$ cat config.mk
export PLATFORM = sky130hd
export DESIGN_NAME = ps2_mouse_packet_assembler_flat
export DESIGN_NICKNAME = d
export VERILOG_FILES = /design/src/rtl/ps2_mouse_packet_assembler_if.sv /design/src/rtl/ps2_mouse_packet_assembler.sv /design/src/flat_wrapper.sv
export SDC_FILE = /design/constraint.sdc
export NUM_CORES = 1
export LEC_CHECK = 0
export CAP_MARGIN = 40
export CORE_ASPECT_RATIO = 1.4
export CORE_UTILIZATION = 35
export DETAILED_ROUTE_END_ITERATION = 16
export GPL_TIMING_DRIVEN = 0
export PLACE_DENSITY_LB_ADDON = 0.25
export SETUP_SLACK_MARGIN = 0.2
export SYNTH_ARGS = -nofsm -noshare
export SYNTH_HDL_FRONTEND = slang
export SYNTH_SLANG_ARGS = --single-unit
$ cat constraint.sdc
create_clock -name Clock_100MHz -period 6.3 [get_ports Clock_100MHz]
set_clock_uncertainty 0.1 [all_clocks]
set_input_delay 0.945 -clock Clock_100MHz [delete_from_list [all_inputs] [get_ports Clock_100MHz]]
set_output_delay 0.945 -clock Clock_100MHz [all_outputs]
set_load 0.05 [all_outputs]
$ cat src/rtl/ps2_mouse_packet_assembler_if.sv
// Byte-stream input and packet/position outputs of the PS/2 mouse packet assembler.
// The master side feeds bytes; the slave side is the assembler.
interface ps2_mouse_packet_assembler_if;
  logic [7:0] Rx_data;
  logic       Rx_valid;
  logic       Rx_error;
  logic [7:0] Status_out;
  logic [7:0] X_Direction;
  logic [7:0] Y_Direction;
  logic       Packet_valid;
  logic       Sync_error;
  logic [9:0] X_Position;
  logic [9:0] Y_Position;

  modport master (
    output Rx_data, Rx_valid, Rx_error,
    input  Status_out, X_Direction, Y_Direction, Packet_valid, Sync_error,
           X_Position, Y_Position
  );

  modport slave (
    input  Rx_data, Rx_valid, Rx_error,
    output Status_out, X_Direction, Y_Direction, Packet_valid, Sync_error,
           X_Position, Y_Position
  );
endinterface

$ cat src/rtl/ps2_mouse_packet_assembler.sv
// Frames PS/2 mouse bytes into 3-byte packets and tracks a clamped absolute cursor.
// Framing recovers on bad sync bytes, receive errors and inter-byte timeouts.
module ps2_mouse_packet_assembler #(
  parameter int TIMEOUT_CYCLES = 2_000_000,
  parameter int X_MAX          = 639,
  parameter int Y_MAX          = 479
) (
  input logic                          Clock_100MHz,
  input logic                          Clear_n,
  ps2_mouse_packet_assembler_if.slave  bus
);

  localparam int CW = $clog2(TIMEOUT_CYCLES + 1);
  localparam logic [CW-1:0] IDLE_LAST = CW'(TIMEOUT_CYCLES - 1);
  localparam logic signed [11:0] X_LIM = 12'(X_MAX);
  localparam logic signed [11:0] Y_LIM = 12'(Y_MAX);

  typedef enum logic [1:0] {WAIT_B0, WAIT_B1, WAIT_B2} state_t;

  state_t          state_reg;
  logic [CW-1:0]   idle_reg;
  logic [7:0]      b0_reg;
  logic [7:0]      b1_reg;
  logic [7:0]      status_reg;
  logic [7:0]      x_dir_reg;
  logic [7:0]      y_dir_reg;
  logic            pv_reg;
  logic            se_reg;
  logic [9:0]      x_pos_reg;
  logic [9:0]      y_pos_reg;

  logic signed [11:0] dx;
  logic signed [11:0] dy;
  logic signed [11:0] x_sum;
  logic signed [11:0] y_sum;

  always_ff @(posedge Clock_100MHz or negedge Clear_n) begin
    if (!Clear_n) begin
      state_reg  <= WAIT_B0;
      idle_reg   <= '0;
      b0_reg     <= '0;
      b1_reg     <= '0;
      status_reg <= 8'h08;
      x_dir_reg  <= '0;
      y_dir_reg  <= '0;
      pv_reg     <= 1'b0;
      se_reg     <= 1'b0;
    end else begin
      pv_reg <= 1'b0;
      se_reg <= 1'b0;
      // An error strobe beats a simultaneous data strobe.
      if (bus.Rx_error) begin
        state_reg <= WAIT_B0;
        idle_reg  <= '0;
        b0_reg    <= '0;
        b1_reg    <= '0;
        se_reg    <= 1'b1;
      end else if (bus.Rx_valid) begin
        idle_reg <= '0;
        case (state_reg)
          WAIT_B0: begin
            if (bus.Rx_data[3]) begin
              b0_reg    <= bus.Rx_data;
              state_reg <= WAIT_B1;
            end else begin
              se_reg <= 1'b1;
            end
          end
          WAIT_B1: begin
            b1_reg    <= bus.Rx_data;
            state_reg <= WAIT_B2;
          end
          WAIT_B2: begin
            status_reg <= b0_reg;
            x_dir_reg  <= b1_reg;
            y_dir_reg  <= bus.Rx_data;
            pv_reg     <= 1'b1;
            state_reg  <= WAIT_B0;
          end
          default: state_reg <= WAIT_B0;
        endcase
      end else if (state_reg != WAIT_B0) begin
        if (idle_reg == IDLE_LAST) begin
          state_reg <= WAIT_B0;
          idle_reg  <= '0;
          b0_reg    <= '0;
          b1_reg    <= '0;
          se_reg    <= 1'b1;
        end else begin
          idle_reg <= idle_reg + CW'(1);
        end
      end
    end
  end

  // Deltas are 9-bit two's complement with the sign bit carried in the status byte.
  assign dx    = {{4{status_reg[4]}}, x_dir_reg};
  assign dy    = {{4{status_reg[5]}}, y_dir_reg};
  assign x_sum = $signed({2'b00, x_pos_reg}) + dx;
  assign y_sum = $signed({2'b00, y_pos_reg}) - dy;

  function automatic logic [9:0] clamp(input logic signed [11:0] v,
                                       input logic signed [11:0] hi);
    if (v[11])
      return 10'd0;
    else if (v > hi)
      return hi[9:0];
    else
      return v[9:0];
  endfunction

  always_ff @(posedge Clock_100MHz or negedge Clear_n) begin
    if (!Clear_n) begin
      x_pos_reg <= '0;
      y_pos_reg <= '0;
    end else if (pv_reg) begin
      if (!status_reg[6]) x_pos_reg <= clamp(x_sum, X_LIM);
      if (!status_reg[7]) y_pos_reg <= clamp(y_sum, Y_LIM);
    end
  end

  assign bus.Status_out   = status_reg;
  assign bus.X_Direction  = x_dir_reg;
  assign bus.Y_Direction  = y_dir_reg;
  assign bus.Packet_valid = pv_reg;
  assign bus.Sync_error   = se_reg;
  assign bus.X_Position   = x_pos_reg;
  assign bus.Y_Position   = y_pos_reg;

endmodule

$ cat src/flat_wrapper.sv
// flat-port wrapper written by rule: the top's interface ports become plain ports
module ps2_mouse_packet_assembler_flat 
#(
  parameter int TIMEOUT_CYCLES = 2_000_000,
  parameter int X_MAX          = 639,
  parameter int Y_MAX          = 479
)
  (Clock_100MHz, Clear_n, bus_Rx_data, bus_Rx_valid, bus_Rx_error, bus_Status_out, bus_X_Direction, bus_Y_Direction, bus_Packet_valid, bus_Sync_error, bus_X_Position, bus_Y_Position);
  ps2_mouse_packet_assembler_if bus_i ();
  input logic Clock_100MHz;
  input logic Clear_n;
  input wire logic [$bits(bus_i.Rx_data)-1:0] bus_Rx_data;
  input wire logic [$bits(bus_i.Rx_valid)-1:0] bus_Rx_valid;
  input wire logic [$bits(bus_i.Rx_error)-1:0] bus_Rx_error;
  output wire logic [$bits(bus_i.Status_out)-1:0] bus_Status_out;
  output wire logic [$bits(bus_i.X_Direction)-1:0] bus_X_Direction;
  output wire logic [$bits(bus_i.Y_Direction)-1:0] bus_Y_Direction;
  output wire logic [$bits(bus_i.Packet_valid)-1:0] bus_Packet_valid;
  output wire logic [$bits(bus_i.Sync_error)-1:0] bus_Sync_error;
  output wire logic [$bits(bus_i.X_Position)-1:0] bus_X_Position;
  output wire logic [$bits(bus_i.Y_Position)-1:0] bus_Y_Position;
  assign bus_i.Rx_data = bus_Rx_data;
  assign bus_i.Rx_valid = bus_Rx_valid;
  assign bus_i.Rx_error = bus_Rx_error;
  assign bus_Status_out = bus_i.Status_out;
  assign bus_X_Direction = bus_i.X_Direction;
  assign bus_Y_Direction = bus_i.Y_Direction;
  assign bus_Packet_valid = bus_i.Packet_valid;
  assign bus_Sync_error = bus_i.Sync_error;
  assign bus_X_Position = bus_i.X_Position;
  assign bus_Y_Position = bus_i.Y_Position;
  ps2_mouse_packet_assembler #(.TIMEOUT_CYCLES(TIMEOUT_CYCLES), .X_MAX(X_MAX), .Y_MAX(Y_MAX)) u_core (.Clock_100MHz(Clock_100MHz), .Clear_n(Clear_n), .bus(bus_i));
endmodule
Word level (Yosys, flattened, before mapping). Index checks and enable logic that the tools add are counted.

Equal/unequal tests: 7. Add/sub/neg operators: 3. Bitwise logic cells: 3. Muxes and demuxes: 32. $mul: 0. Shift operators: 0. Reduce and logical (&&, ||, !) cells: 10. Magnitude comparators: 2. Div/mod/pow operators: 0.

Operators by type and width (number): $mux W21 (4); $mux W8 (9); $mux W10 (4); $add A21 B1 Y21 const B (1); $eq A21 B21 Y1 const B (1); $add A11 B9 Y12 (1); $gt A12 B10 Y1 const B (1); $gt A12 B11 Y1 const B (1); $sub A11 B9 Y12 (1); $mux W2 (5); $mux W1 (9); $reduce_and A3 Y1 (3); $ne A3 B1 Y1 const B (2); $reduce_bool A3 Y1 (2); $ne A4 B4 Y1 const B (1); $pmux W2 S2 (1); $reduce_and A2 Y1 (2); $reduce_and A4 Y1 (1); $ne A3 B2 Y1 const B (1); $not A1 Y1 (3); $eq A2 B1 Y1 const B (1); $eq A2 B2 Y1 const B (1); $logic_not A2 Y1 (1); $reduce_bool A2 Y1 (1).

Register bits: 85. Memories kept: 0. Memory bits (read-only): 0. Logic and storage cells: 68. Bits in writable memories: 0. Bits in latches: 0.

Depth between registers and ports, before layout. Gate-level depths: netlist of the first run.

Depth in word-level cells: 5. Gate-level depth with buffers: 11. Mapped depth without buffers: 11.

Worst setup path after synthesis of the first run. Ideal clock, no wire load.

Kind: register -> register. Start point: register u_core.status_reg[5], in the netlist u_core.bus.Status_out[5]. End point: register u_core.y_pos_reg[2], in the netlist u_core.bus.Y_Position[2]. Setup slack: 3366 ps. Arrival time: 2705 ps. Clock period less this slack: 2934 ps. Buffers on the path: 1. Cell stages (with the launch flop): 11. Cells stage by stage: dfrtp_1 clkbuf_1 inv_1 ha_1 a21oi_1 nand2_1 nor3_1 o21ai_0 a221oi_2 o221a_2 a22oi_1.

Word-level cells in the longest chain between the ends: 4.

Ends and longest elaborated chain: start, declared (RTL line ps2_mouse_packet_assembler.sv:24) `logic [7:0] status_reg;`; start signal, assigned (RTL line ps2_mouse_packet_assembler.sv:74) `status_reg <= b0_reg;`; $sub A11 B9 Y12 * (RTL line ps2_mouse_packet_assembler.sv:100) `assign y_sum = $signed({2'b00, y_pos_reg}) - dy;`; $gt A12 B10 Y1 (RTL line ps2_mouse_packet_assembler.sv:106) `else if (v > hi)`; $mux W10 (RTL line ps2_mouse_packet_assembler.sv:106); $mux W10 * (RTL line ps2_mouse_packet_assembler.sv:104) `if (v[11])`; end signal, assigned (RTL line ps2_mouse_packet_assembler.sv:118) `if (!status_reg[7]) y_pos_reg <= clamp(y_sum, Y_LIM);`; end, declared (RTL line ps2_mouse_packet_assembler.sv:30) `logic [9:0] y_pos_reg;`.

Mark *: on every way between the ends. The rest lies on a longest branch, timed or not. A chain may end at the register's enable or synchronous reset.

Worst setup path in the final report of the first run.
Start point: register u_core.status_reg[5], in the netlist u_core.bus.Status_out[5]. End point: register u_core.y_pos_reg[0], in the netlist u_core.bus.Y_Position[0].

The elaborated chain is that of the path after synthesis.

==> flow_summary_export.csv, run 1 <==
group,metric,value,unit
sta,holdWs,0.374,ns
global_route,grt_pass1_wl,19.1,mm
synth,synth_area,4830,um^2
synth,synth-async-reset-ratio,100,%
synth,yosysTopAreaCellShare,43.5,%
final_layout,final_util,44.8,%
clock_network,post-cts-setup-buffers,0,
placed_design,gp_congestion,0.835,
floorplan,initial_utilization,36.1,%
worst_setup_path,worstReg2RegEnd,"u_core.bus.Y_Position[0]",
worst_setup_path,start_kind,"register",
synth,synth_common_cells,"84 x dfrtp_1, 62 x nand2_1, 49 x nor2_1, 28 x o21ai_0, 23 x ha_1",
synth,yosys_warnings,0,
synth,yosysMostFrequentCell,"dfrtp_1",
hold_path,hold_path_startpoint,"u_core.b1_reg[6]",
sta,fin_ws,3.17,ns
floorplan,ios,58,
final_layout,antenna_cells,0,
placed_design,portBuffers,57,
final_layout,area_growth,24.3,%
floorplan,die_h,141,um
clock_network,clk_path_buf_depth,2,
final_layout,nNetsFinal,603,
synth,yosys.area.top_type,"dfrtp_1",
power_and_ir_drop,power_per_cell_area,365,nW/um^2
final_layout,drive_gt1_share,9.98,%
power_and_ir_drop,swShare,38.7,%
final_layout,design_area,6000,um^2
worst_setup_path,crit_type,"register to register",
synth,synth-seq-area-share,44.1,%
worst_setup_path,cp_data_arrival_time,3.25,ns
detailed_routing,vias,3931,
power_and_ir_drop,power,2.19,mW
detailed_routing,wl,11.6,mm
global_route,grt_pass1_vias,3899,
worst_setup_path,r2r_setup_slack,3.17,ns
clock_network,cts_root_buf,"clkbuf_16",
detailed_routing,dr.pass1.iters,4,
sta,finalCriticalPeriod,3.13,ns
worst_setup_path,reg2reg_depth,10,
detailed_routing,final_antenna_net_count,0,
sta,final-setup-viol-count,0,
clock_network,tritoncts,"built",
power_and_ir_drop,p_sw,849,uW
global_route,grt_overflow,0,
clock_network,cts_buffers,9,
hold_path,hold_path_class,"register to register",
synth,synth_ff_type,"dfrtp_1",
power_and_ir_drop,clkPwrFrac,28.2,%
floorplan,die_x,101,um
placed_design,dp.cells,737,
power_and_ir_drop,seq_power_share,30.6,%
sta,grt_setup_unrepaired,"false",
clock_network,cts_hold_buffers,0,
clock_network,clkSinkCount,85,
clock_network,post_cts_resized,0,
placed_design,place_hpwl,8.82,mm
detailed_routing,drcViolationCount,0,
sta,max_freq,0.319,GHz
power_and_ir_drop,cellInternalPower,1.34,mW
synth,ys_types,70,
detailed_routing,drt-vias-per-instance,5.22,
placed_design,placed_cell_area,5650,um^2
run_status,status,"complete, no violations",
synth,synthTopCellsByArea,"dfrtp_1 44%, ha_1 6.0%, nand2_1 4.8%",
final_layout,largest_reg_flops,21,
placed_design,pre_cts_ws,2.99,ns
final_layout,stdcell_count,753,
clock_network,clk_latency,0.34,ns
sta,post-route-period-util,49.8,%
global_route,grt_max_degree,64,
sta,drv_slew,0,
detailed_routing,initialDrtViolationCount,121,
global_route,grt_usage,17.2,%
power_and_ir_drop,peakVddDrop,0.183,mV
sta,hold_viol_final,0,
clock_network,htreeDepth,3,
worst_setup_path,end_kind,"register",
floorplan,rows,50,
sta,tightest_slew,0.542,ns
worst_setup_path,required,6.42,ns
power_and_ir_drop,p_leak,2.60,nW
synth,syn-num-nets,534,
floorplan,dieArea,14300,um^2
synth,synth_seq_cells,85,
sta,maxSlewHeadroom,63.6,%
synth,syn_area_per_cell,9.71,um^2
synth,synth_enable_flop_cells,0,
worst_setup_path,crit_fanout,8,
worst_setup_path,reg2reg_from,"u_core.bus.Status_out[5]",
global_route,antenna_found_initial,0,
clock_network,clk_pin_slew,0.06,ns
power_and_ir_drop,power_frac_comb,41.2,%
run,cap_violations,0,
synth,syn-instance-count,497,
hold_path,hold_depth,2,
sta,setup_tns,0,ns
detailed_routing,wl_per_cell,15.4,um
hold_path,hold_end,"u_core.b1_reg[6]",
floorplan,core,13400,um^2
-- critical path: stages (launching register included) --
cell and delay, ns:
dfrtp_1 0.35, clkbuf_1 0.28, inv_1 0.22, ha_1 0.39
a21oi_1 0.32, nand2_1 0.11, nor3_1 0.24, o21ai_0 0.21
a221oi_2 0.39, o221a_2 0.30, a22oi_1 0.09
-- per-layer routing --
| layer | part of all wire [%] | global-route usage, % | vias up |
|---|---|---|---|
| met1 | 41 | 20.0 | 1903 |
| met4 | 3.4 | 8.92 | 0 |
| met5 | 0 | 0 | - |
| met2 | 51 | 29.8 | 96 |
| li1 | - | - | 1906 |
| met3 | 4.4 | 3.02 | 26 |
-- power by group through the flow --
stage                     clock [mW]  sequential, mW  combinational [mW]
after CTS                      0.628           0.673               0.904
after floorplan                    0           0.874               0.451
after global routing           0.656           0.681               0.978
after detailed placement           0           0.681               0.900
final                          0.618           0.671               0.903
after global placement             0           0.681               0.885
-- cells in the final DEF, fill, tap and decap left out, types with 3 or more instances in the layout --
cell type / n
nand2_1: 62
o21a_1: 5
o221a_1: 7
and3_1: 8
nand2b_1: 5
a31oi_1: 3
o22ai_1: 3
a22o_1: 7
clkbuf_1: 7
clkbuf_16: 9
nand3_1: 13
mux2_2: 14
a21o_1: 6
o2111ai_1: 3
nor3_1: 7
xor2_1: 18
nor2_1: 49
a21oi_1: 14
inv_1: 21
o21ai_0: 28
ha_1: 23
bufinv_16: 3
nor3b_1: 3
a22oi_1: 3
nor2b_1: 7
and2_1: 6
clkdlybuf4s50_1: 56
buf_2: 5
xnor2_1: 18
buf_1: 4
o211ai_1: 5
a211oi_1: 5
nand4_1: 6
dfrtp_1: 84
o21ai_2: 4
-- final cells by class --
| cell class | count | area (um^2) |
|---|---|---|
| flip-flops and latches | 85 | 2130 |
| plain buffers | 17 | 71.3 |
| inverters | 21 | 78.8 |
| well taps | 182 | 228 |
| fillers | 1295 | 7390 |
| repair buffers | 58 | 596 |
| clock inverters | 7 | 123 |
| multi-input cells | 374 | 2550 |
| clock buffers | 9 | 225 |
-- kinds of logic (layout without fill, tap and decap cells) --
kind of cell | after synthesis | in the layout | synth area share [%]
xor+xnor | 36 | 36 | 6.53
buf+inv | 38 | 112 | 3.11
compound gates | 117 | 117 | 18.3
flops | 85 | 85 | 44.1
simple gates | 181 | 181 | 17.7
mux | 15 | 15 | 3.47
fa+ha+maj | 25 | 25 | 6.79
-- worst max-delay path by stage --
stage                                            to                     start  cells after the start  slack (ns)
after global placement     u_core.bus.Y_Position[5]                   Clear_n                      1        1.06
after detailed placement  u_core.bus.X_Direction[3]              bus_Rx_valid                      7        2.99
after global routing       u_core.bus.Y_Position[1]  u_core.bus.Status_out[5]                     10        2.87
after floorplan            u_core.bus.Y_Position[2]  u_core.bus.Status_out[5]                     10        3.37
after CTS                  u_core.bus.Y_Position[2]  u_core.bus.Status_out[5]                     10        3.18
final                      u_core.bus.Y_Position[0]  u_core.bus.Status_out[5]                     10        3.17
No activity file was read; power rests on OpenSTA's default activity.
==> run 2: changes to the inputs <==
Clock period 6.3 ns to 2.95 ns, I/O delays scaled along.
==> run 2 against run 1 <==
Effect of this change: largest power group unchanged; register-to-register slack got worse by 2.9 ns; die area did not move; setup slack lost 2.9 ns; largest cell class unchanged; global-route usage grew 0.094 points.
==> flow_summary_export.csv, run 2 (synthesis results as in run 1) <==
group,metric,value,unit
run_status,status,"complete, no violations",
final_layout,most-common-layout-cells,"78 x dfrtp_1, 61 x nand2_1, 56 x clkdlybuf4s50_1, 49 x nor2_1, 27 x o21ai_0",
final_layout,fillers,1318,
worst_setup_path,worstReg2RegEnd,"u_core.bus.X_Position[0]",
sta,drv_slew,0,
placed_design,dp.cells,737,
sta,post-route-period-util,90.2,%
final_layout,nNetsFinal,611,
clock_network,htreeDepth,3,
floorplan,core,13400,um^2
worst_setup_path,required,3.07,ns
global_route,grt_pass1_vias,3970,
worst_setup_path,cp_slowest_stage_delay,0.38,ns
detailed_routing,vias,3953,
worst_setup_path,cp_data_arrival_time,2.78,ns
floorplan,rows,50,
sta,hold_viol_final,0,
detailed_routing,drt-vias-per-instance,5.19,
hold_path,hold_depth,2,
final_layout,final_common_cell,"dfrtp_1",
final_layout,largest_reg_flops,21,
final_layout,drive_gt1_share,15.9,%
floorplan,die_x,101,um
worst_setup_path,crit_fanout,9,
floorplan,die_h,141,um
power_and_ir_drop,peakVddDrop,0.516,mV
power_and_ir_drop,power,4.72,mW
detailed_routing,dr_wl_met3,522,um
sta,setup_tns,0,ns
detailed_routing,dr.pass1.iters,4,
hold_path,hold_end,"u_core.b1_reg[1]",
sta,fin_ws,0.288,ns
hold_path,hold_path_class,"register to register",
clock_network,tritoncts,"built",
global_route,grt_usage,17.3,%
sta,maxSlewHeadroom,63.5,%
sta,grt_setup_unrepaired,"false",
detailed_routing,final_antenna_net_count,0,
worst_setup_path,end_kind,"register",
detailed_routing,routed-wl-met2,6.00,mm
sta,max_freq,0.376,GHz
sta,finalCriticalPeriod,2.66,ns
placed_design,portBuffers,57,
placed_design,pre_cts_ws,-0.0227,ns
global_route,grt_pass1_wl,19.1,mm
clock_network,cts_buffers,9,
worst_setup_path,reg2reg_depth,10,
detailed_routing,drcViolationCount,0,
detailed_routing,wl,11.9,mm
detailed_routing,wl_per_cell,15.6,um
worst_setup_path,crit_type,"register to register",
final_layout,area_growth,28.0,%
global_route,antenna_found_initial,0,
clock_network,clkSinkCount,85,
floorplan,ios,58,
placed_design,place_hpwl,8.79,mm
detailed_routing,initialDrtViolationCount,187,
worst_setup_path,cpMaxStageDelayCell,"dfrtp_2",
run,cap_violations,0,
floorplan,dieArea,14300,um^2
floorplan,initial_utilization,36.1,%
clock_network,clk_pin_slew,0.06,ns
sta,holdWs,0.384,ns
clock_network,cts_root_buf,"clkbuf_16",
worst_setup_path,reg2reg_from,"u_core.bus.X_Position[0]",
detailed_routing,wl_met1,5.06,mm
final_layout,stdcell_count,761,
detailed_routing,highest_layer,"met4",
power_and_ir_drop,p_leak,2.65,nW
placed_design,gp_congestion,0.868,
sta,final-setup-viol-count,0,
power_and_ir_drop,power_per_cell_area,763,nW/um^2
global_route,grt_overflow,0,
clock_network,clk_latency,0.34,ns
hold_path,hold_path_startpoint,"u_core.b1_reg[1]",
sta,tightest_slew,0.545,ns
final_layout,antenna_cells,0,
worst_setup_path,start_kind,"register",
worst_setup_path,r2r_setup_slack,0.29,ns
clock_network,clk_path_buf_depth,2,
global_route,grt_max_degree,55,
worst_setup_path,worstPathCellList,"ha_2, inv_1, fa_2, nor2b_2, o2111ai_1, a21o_1, o2111a_1, a211oi_1, o21ai_4, o221a_1",
-- run 2: cell count changes in the layout (fill, tap and decap cells not counted), sizes merged --
cell / delta
buf: +8
bufinv: -3
clkbuf: +2
clkinv: +1
clkinvlp: -1
dlygate4sd3: +1
-- run 2: how the worst max path moves through the flow --
stage	startpoint	to	slack, ns	depth (start not counted)
after floorplan	u_core.bus.Status_out[4]	u_core.bus.X_Position[0]	0.21	9
after global placement	Clear_n	u_core.bus.Status_out[5]	-2.17	1
after detailed placement	u_core.bus.Y_Position[0]	u_core.bus.Y_Position[2]	-0.02	11
after CTS	u_core.bus.X_Position[6]	u_core.bus.X_Position[0]	0.20	8
after global routing	u_core.bus.X_Position[0]	u_core.bus.X_Position[0]	0.18	10
final	u_core.bus.X_Position[0]	u_core.bus.X_Position[0]	0.29	10
-- run 2: layer usage --
metal	up-vias	global-route usage, %
li1	1927	-
met1	1927	20.9
met2	79	29.0
met3	20	3.57
met4	0	8.24
met5	-	0
-- run 2: cell type report --
type | count | area, um^2 | share of cell area (%)
repair buffers | 66 | 658 | 10.7
plain buffers | 17 | 72.6 | 1.17
well taps | 182 | 228 | 3.69
flip-flops and latches | 85 | 2140 | 34.6
multi-input cells | 374 | 2710 | 43.8
clock inverters | 4 | 30.0 | 0.486
inverters | 21 | 78.8 | 1.28
clock buffers | 12 | 267 | 4.31
-- run 2: worst max-delay path: cells and delay by family (launching register included) --
family / cells / cell delay, ns
compound gates: 6 / 1.30
fa+ha+maj: 2 / 0.56
flops: 1 / 0.38
simple gates: 1 / 0.14
buf+inv: 1 / 0.06
-- run 2: metrics by stage --
step / instance area (um^2) / util [%]
after global routing: 6180 / 46.1
after global placement: 5630 / 42.1
after detailed placement: 5660 / 42.3
final: 6180 / 46.1
after CTS: 6010 / 44.9
after floorplan: 4840 / -
-- run 2: what timing repair did --
item                                    4_1_cts  5_1_grt
buffers inserted                              2        5
hold buffers                                  1        0
resized for setup                             9       23
endpoints found under the hold margin        30        0
pin swaps                                     5       10
endpoints found under the setup margin       16       17
-- run 2: power breakdown --
part	switching, mW	total (mW)	internal [mW]
registers	0.129	1.44	1.31
logic	1.30	2.15	0.859
clock network	0.478	1.12	0.643
total	1.90	4.72	2.81
==> run 3: changes to the inputs <==
Settings changed: CTS_CLUSTER_DIAMETER set to 120.
==> results of run 3 <==
Final layout, timing and power as in run 2 (identical DEF).
